[src/rtl/branch_resolver.sv]
// branch_resolver
// Consumer end of the comparison_unit flag interface, at the EX/branch boundary.
// It accepts one branch op per handshake and decides taken or not-taken from the
// condition code and the eq/lt/gt flags. A taken branch produces a one-cycle PC
// redirect to pc+offset, and then the front-end flush is held for FLUSH_CYCLES cycles.
//
// Ports
//   clk, rst_n                 clock, async active-low reset
//   in_valid / in_ready        op handshake (in_ready low while flushing)
//   cond, equal, less_than,
//   greater_than, pc, offset   branch op payload, sampled only on the accept edge
//   pc_load, pc_target         redirect strobe and address (address held between strobes)
//   flush                      flush younger stages
//   flag_error, err_clr        sticky non-one-hot flag indicator and its synchronous clear
//   taken_cnt                  saturating count of taken branches
module branch_resolver #(
  parameter int WIDTH        = 32,
  parameter int FLUSH_CYCLES = 2,
  parameter int CNT_W        = 16
) (
  input  logic             clk,
  input  logic             rst_n,
  input  logic             in_valid,
  output logic             in_ready,
  input  logic [2:0]       cond,
  input  logic             equal,
  input  logic             less_than,
  input  logic             greater_than,
  input  logic [WIDTH-1:0] pc,
  input  logic [WIDTH-1:0] offset,
  output logic             pc_load,
  output logic [WIDTH-1:0] pc_target,
  output logic             flush,
  output logic             flag_error,
  input  logic             err_clr,
  output logic [CNT_W-1:0] taken_cnt
);

  localparam int FC_W = (FLUSH_CYCLES > 1) ? $clog2(FLUSH_CYCLES) : 1;

  typedef enum logic {IDLE, FLUSH} state_t;

  state_t          state, state_nxt;
  logic [FC_W-1:0] fcnt;
  logic            accept, cond_op, bad_flags, raw_taken, taken;

  assign in_ready  = (state == IDLE);
  assign flush     = (state == FLUSH);
  assign accept    = in_valid & in_ready;
  // Only the compare-based ops look at the flags; NONE and JMP never flag an error.
  assign cond_op   = (cond != 3'b000) && (cond != 3'b111);
  assign bad_flags = cond_op && !$onehot({equal, less_than, greater_than});
  assign taken     = accept & raw_taken & ~bad_flags;

  always_comb begin
    raw_taken = 1'b0;
    case (cond)
      3'b001:  raw_taken = equal;
      3'b010:  raw_taken = ~equal;
      3'b011:  raw_taken = less_than;
      3'b100:  raw_taken = greater_than;
      3'b101:  raw_taken = greater_than | equal;
      3'b110:  raw_taken = less_than | equal;
      3'b111:  raw_taken = 1'b1;
      default: raw_taken = 1'b0;
    endcase
  end

  always_comb begin
    state_nxt = state;
    case (state)
      IDLE:    if (taken) state_nxt = FLUSH;
      FLUSH:   if (fcnt == '0) state_nxt = IDLE;
      default: state_nxt = IDLE;
    endcase
  end

  always_ff @(posedge clk or negedge rst_n) begin
    if (!rst_n) state <= IDLE;
    else        state <= state_nxt;
  end

  // Loaded on the accept edge, so the first FLUSH cycle already sees FLUSH_CYCLES-1.
  always_ff @(posedge clk or negedge rst_n) begin
    if (!rst_n)                         fcnt <= '0;
    else if (taken)                     fcnt <= FC_W'(FLUSH_CYCLES - 1);
    else if (flush && fcnt != '0)       fcnt <= fcnt - FC_W'(1);
  end

  always_ff @(posedge clk or negedge rst_n) begin
    if (!rst_n) begin
      pc_load   <= 1'b0;
      pc_target <= '0;
      taken_cnt <= '0;
    end else begin
      pc_load <= taken;
      if (taken) begin
        pc_target <= pc + offset;
        if (taken_cnt != '1) taken_cnt <= taken_cnt + CNT_W'(1);
      end
    end
  end

  // If a new error arrives in the same cycle as err_clr, the new error is kept.
  always_ff @(posedge clk or negedge rst_n) begin
    if (!rst_n)                  flag_error <= 1'b0;
    else if (accept & bad_flags) flag_error <= 1'b1;
    else if (err_clr)            flag_error <= 1'b0;
  end

endmodule

[config.mk]
export PLATFORM = sky130hd
export DESIGN_NAME = branch_resolver
export DESIGN_NICKNAME = d
export VERILOG_FILES = /design/src/rtl/branch_resolver.sv
export SDC_FILE = /design/constraint.sdc
export NUM_CORES = 1
export LEC_CHECK = 0
export CAP_MARGIN = 40
export CORE_MARGIN = 2
export CORE_UTILIZATION = 45
export DETAILED_ROUTE_END_ITERATION = 10
export PLACE_DENSITY_LB_ADDON = 0.05
export SLEW_MARGIN = 5
export SYNTH_ARGS = -nofsm -noshare
export SYNTH_HDL_FRONTEND = slang
export SYNTH_SLANG_ARGS = --single-unit
[constraint.sdc]
create_clock -name clk -period 2.02 [get_ports clk]
set_input_delay 0.202 -clock clk [delete_from_list [all_inputs] [get_ports clk]]
set_output_delay 0.202 -clock clk [all_outputs]
set_load 0.05 [all_outputs]
# Word-level counts from Yosys, hierarchy flattened
# Cells that the tools add are included.
# W data, S select, Z words.
# classes
add_sub_neg	5
eq_ne	10
muxes	8
bitwise	9
reduce_logical	8
# ops
cell	count
$add A32 B32 Y32	1
$add A16 B1 Y16 const B	1
$ne A16 B16 Y1 const B	1
$eq A3 B3 Y1 const B	4
$pmux W1 S7	1
$eq A3 B2 Y1 const B	2
$mux W1	6
$and A1 B1 Y1	4
$reduce_bool A2 Y1	2
$eq A3 B1 Y1 const B	1
$logic_and A1 B1 Y1	3
$ne A3 B3 Y1 const B	1
$not A1 Y1	3
$reduce_bool A3 Y1	1
$add A1 B1 Y2	1
$add A2 B1 Y2	1
$eq A2 B1 Y1 const B	1
$or A1 B1 Y1	2
$pmux W1 S2	1
$reduce_and A2 Y1	1
$logic_not A1 Y1	1
$sub A1 B1 Y1 const B	1
# totals
regBits	52
in_bits	74
out_inout_bits	52
wordCells	46

# Logic depth before layout (Yosys ltp)
# depth
depth_word	9
depth_mapped	9
ltp_nobuf	9

# Worst setup path after synthesis
# No wires, ideal clock.
# synth_path
path_kind	in2reg
from	input offset[0]
to	register pc_target[30]
setup_time_ps	137
arrival_ps	2027
required_ps	1883
setup_slack_ps	-145
path_stages	9
n_path_buf	0
path_cell_list	ha_1 fa_1 a211oi_1 o21ai_1 nand4b_1 a211oi_1 a211oi_1 mux2i_1 o211ai_1
# synth_between
elab_chain_len	1
# synth_rtl
item	line_no	rtl
from (decl)	30	input logic [WIDTH-1:0] offset,
$add A32 B32 Y32	98	pc_target <= pc + offset;
to (signal assigned)	98	
to (decl)	32	output logic [WIDTH-1:0] pc_target,
# Every way passes these cells.
# A chain may end at the register's enable or synchronous reset.

# Worst setup path in the final report
# layout_path
from	input offset[24]
to	register pc_target[31]
# Same word-level chain as after synthesis.

==> out/summary.txt <==
Antenna violations before repair: 0
CP Launch Type: primary input
Syn_nets: 562
Die H: 97.1 um
Most frequent cells in the layout: buf_4 (117), clkdlybuf4s50_1 (68), nand2_1 (66), dfrtp_1 (52), dlymetal6s2s_1 (35)
Deepest clock path buffer count: 2
Cell Rows: 33
DRC viols: 0
LEAKAGE: 3.31 nW
Final setup viols: 1
Final WL: 14100 um
Largest net degree at the start of global routing: 26
Largest area contributor in the netlist: dfrtp_1
Worst-path clk slew: 110 ps
Commonest non-fill, non-tap cell in the layout: buf_4
Avg Cell Area, Syn: 8.60 um^2
Via density: 5.62
GR Util All Layers: 0.264
Synth top area cells: dfrtp_1 (33%), ha_1 (10%), nand2_1 (6.8%), xnor2_1 (4.9%), a21oi_1 (4.4%)
Clock skew: 15.3 ps
Initial Util: 0.470
Finished Layout Cells: 801
Synth Cell Area: 3900 um^2
Die ar.: 9430 um^2
Final core utilization: 0.844
Post-route minimum period: 2020 ps
IR drop worst, VDD: 0.819 mV
Number of buffers created by CTS: 5
Root buffer cell: clkbuf_8
CTS tree: built
Gate Count Post-Synth: 454
Setup crit end kind: flop
Seq cells post-synth: 52
Layout area overhead: 79.5%
Grt ovf: 0
I/O Pins: 126
Power density over the cells: 900 nW/um^2
Tightest Hold Check Type: in2reg
Clock sink count: 52
CP arrival: 2220 ps
Relative slew margins: 0.635
GPL Wtd Cong: 0.979
Post-route ant nets: 0
H-tree levels: 2
Ys async rst share: 1.00
Worst slew pin tran: 546 ps
DRT iter0 DRCs: 241
Layout cells sized above 1: 0.328
Sequential fraction of the synthesis area: 0.333
Top_reg_cell synth: dfrtp_1
IO buf count: 125
Total number of vias: 4505
Overall Power: 0.00631 W
Pre-Repair DR Iteration Count: 4
Yosys top cell area share: 0.333
Crit Path Max Fanout: 3
Worst endpoint required time: 2220 ps
Core area: 8300 um^2
Die X: 97.1 um
Final worst slack: -2.64 ps
WHS: 341 ps
# Max-Cap Violations: 0
Synth unique cells: 63
Failing checks: negative setup slack
Drt wl/cell: 17.6 um
Final Hold Fails: 0
Placed cells: 772
Crit path kind: in2reg
Post-synth EDFFs: 0
Outcome: complete, but fails checks
Final net count: 803
N_diodes: 0
Period utilisation layout: 1.00
Vias in the first global route: 4409
Worst skew pair latency: 320 ps
Number of fill cells: 466
Fmax: 0.494 GHz
Post-detail-place hpwl: 9750 um
Final max-slew violation count: 0
Global-route wire length before repair: 20800 um
Yosys warning count: 0
==> logic make-up (layout without fill, tap and decap cells) <==
| group | count (synthesis) | after routing | share of synthesized area |
|---|---|---|---|
| and+or+nand+nor | 161 | 161 | 0.188 |
| DFF | 52 | 52 | 0.333 |
| muxes | 6 | 6 | 0.0157 |
| xor gates and xnor gates | 38 | 38 | 0.0853 |
| buffers and inverters | 26 | 268 | 0.0308 |
| adders and majority gates | 34 | 34 | 0.113 |
| AOI/OAI and AO/OA | 137 | 137 | 0.234 |
==> metal layers <==
layer | part of all wire | routed length (um) | track usage | vias up
met1 | 0.41 | 5760 | 0.341 | 2172
met5 | 0 | 0 | 0 | -
met2 | 0.52 | 7270 | 0.463 | 177
li1 | - | - | - | 2114
met3 | 0.046 | 650 | 0.0245 | 42
met4 | 0.029 | 409 | 0.0910 | 0
==> power breakdown <==
part           leakage (nW)  internal (W)  switching (W)
Clock                0.0614      0.000406       0.000380
Sequential            0.667       0.00140       0.000282
Combinational          2.58       0.00150        0.00233
==> cells in the mapped netlist (all sizes together) (2+ instances only) <==
library cell	n
nor3	10
o21ai	43
a31oi	6
nand3	15
o21a	5
a21oi	36
a21o	12
nand2	72
and3	6
or4	2
xor2	16
buf	12
clkbuf	4
dfrtp	52
and2	2
nor2b	3
o311ai	3
o31ai	5
fa	2
nand4	11
a31o	2
o2111ai	2
xnor2	22
inv	10
nor2	33
mux2i	5
ha	32
o211ai	5
nand2b	2
o21bai	3
a211oi	4
==> what timing repair did <==
action,4_1_cts,5_1_grt
endpoints found under the setup margin,37,19
setup buffers,8,12
endpoints found under the hold margin,23,0
hold buffers,1,0
gates resized for setup,96,73
pin swaps,40,45
==> metrics by stage <==
stage,setup slack (ps),instance area [um^2],setup TNS (ps)
floorplan,5.23,3930,0
global placement,-525,6020,-16410
detailed placement,-541,6020,-19270
CTS,-12.7,6590,-12.7
global route,-50.8,7010,-165
finish,-2.64,7010,-2.64
==> flip-flops by register name, indices dropped and copies added (netlist names) <==
register and cells:
pc_load 1, flag_error 1, flush 1, taken_cnt 16, pc_target 32, fcnt 1
==> critical path, cell delays in order <==
cell	delay [ps]
clkdlybuf4s15_1	210
ha_4	290
nand4_1	160
or4_4	580
a2111oi_4	310
a21oi_2	80
mux2i_1	250
o211ai_1	130
==> worst paths after layout <==
path / from / end / slack, ps / cells past startpoint
worst min-delay path: pc[0] / pc_target[0]$_DFFE_PN0P_ / 340 / 4
worst max-delay path: offset[24] / pc_target[31]$_DFFE_PN0P_ / -3 / 8
worst max register to register: taken_cnt[8]$_DFFE_PN0P_ / taken_cnt[14]$_DFFE_PN0P_ / 210 / 6
worst min register to register: pc_target[28]$_DFFE_PN0P_ / pc_target[28]$_DFFE_PN0P_ / 490 / 2
min in group asynchronous: rst_n / taken_cnt[11]$_DFFE_PN0P_ / 400 / 2
max in group asynchronous: rst_n / pc_target[4]$_DFFE_PN0P_ / 940 / 3
==> cell type report <==
cell class / count / area, um^2 / area share
multi-input combinational: 376 / 3120 / 0.446
timing repair buffer: 250 / 2290 / 0.327
sequential: 52 / 1300 / 0.186
tap: 105 / 131 / 0.0188
clock buffer: 6 / 82.6 / 0.0118
clock inverter: 2 / 38.8 / 0.00554
inverter: 10 / 37.5 / 0.00536
Note: power is estimated with default switching activity, not from simulation.
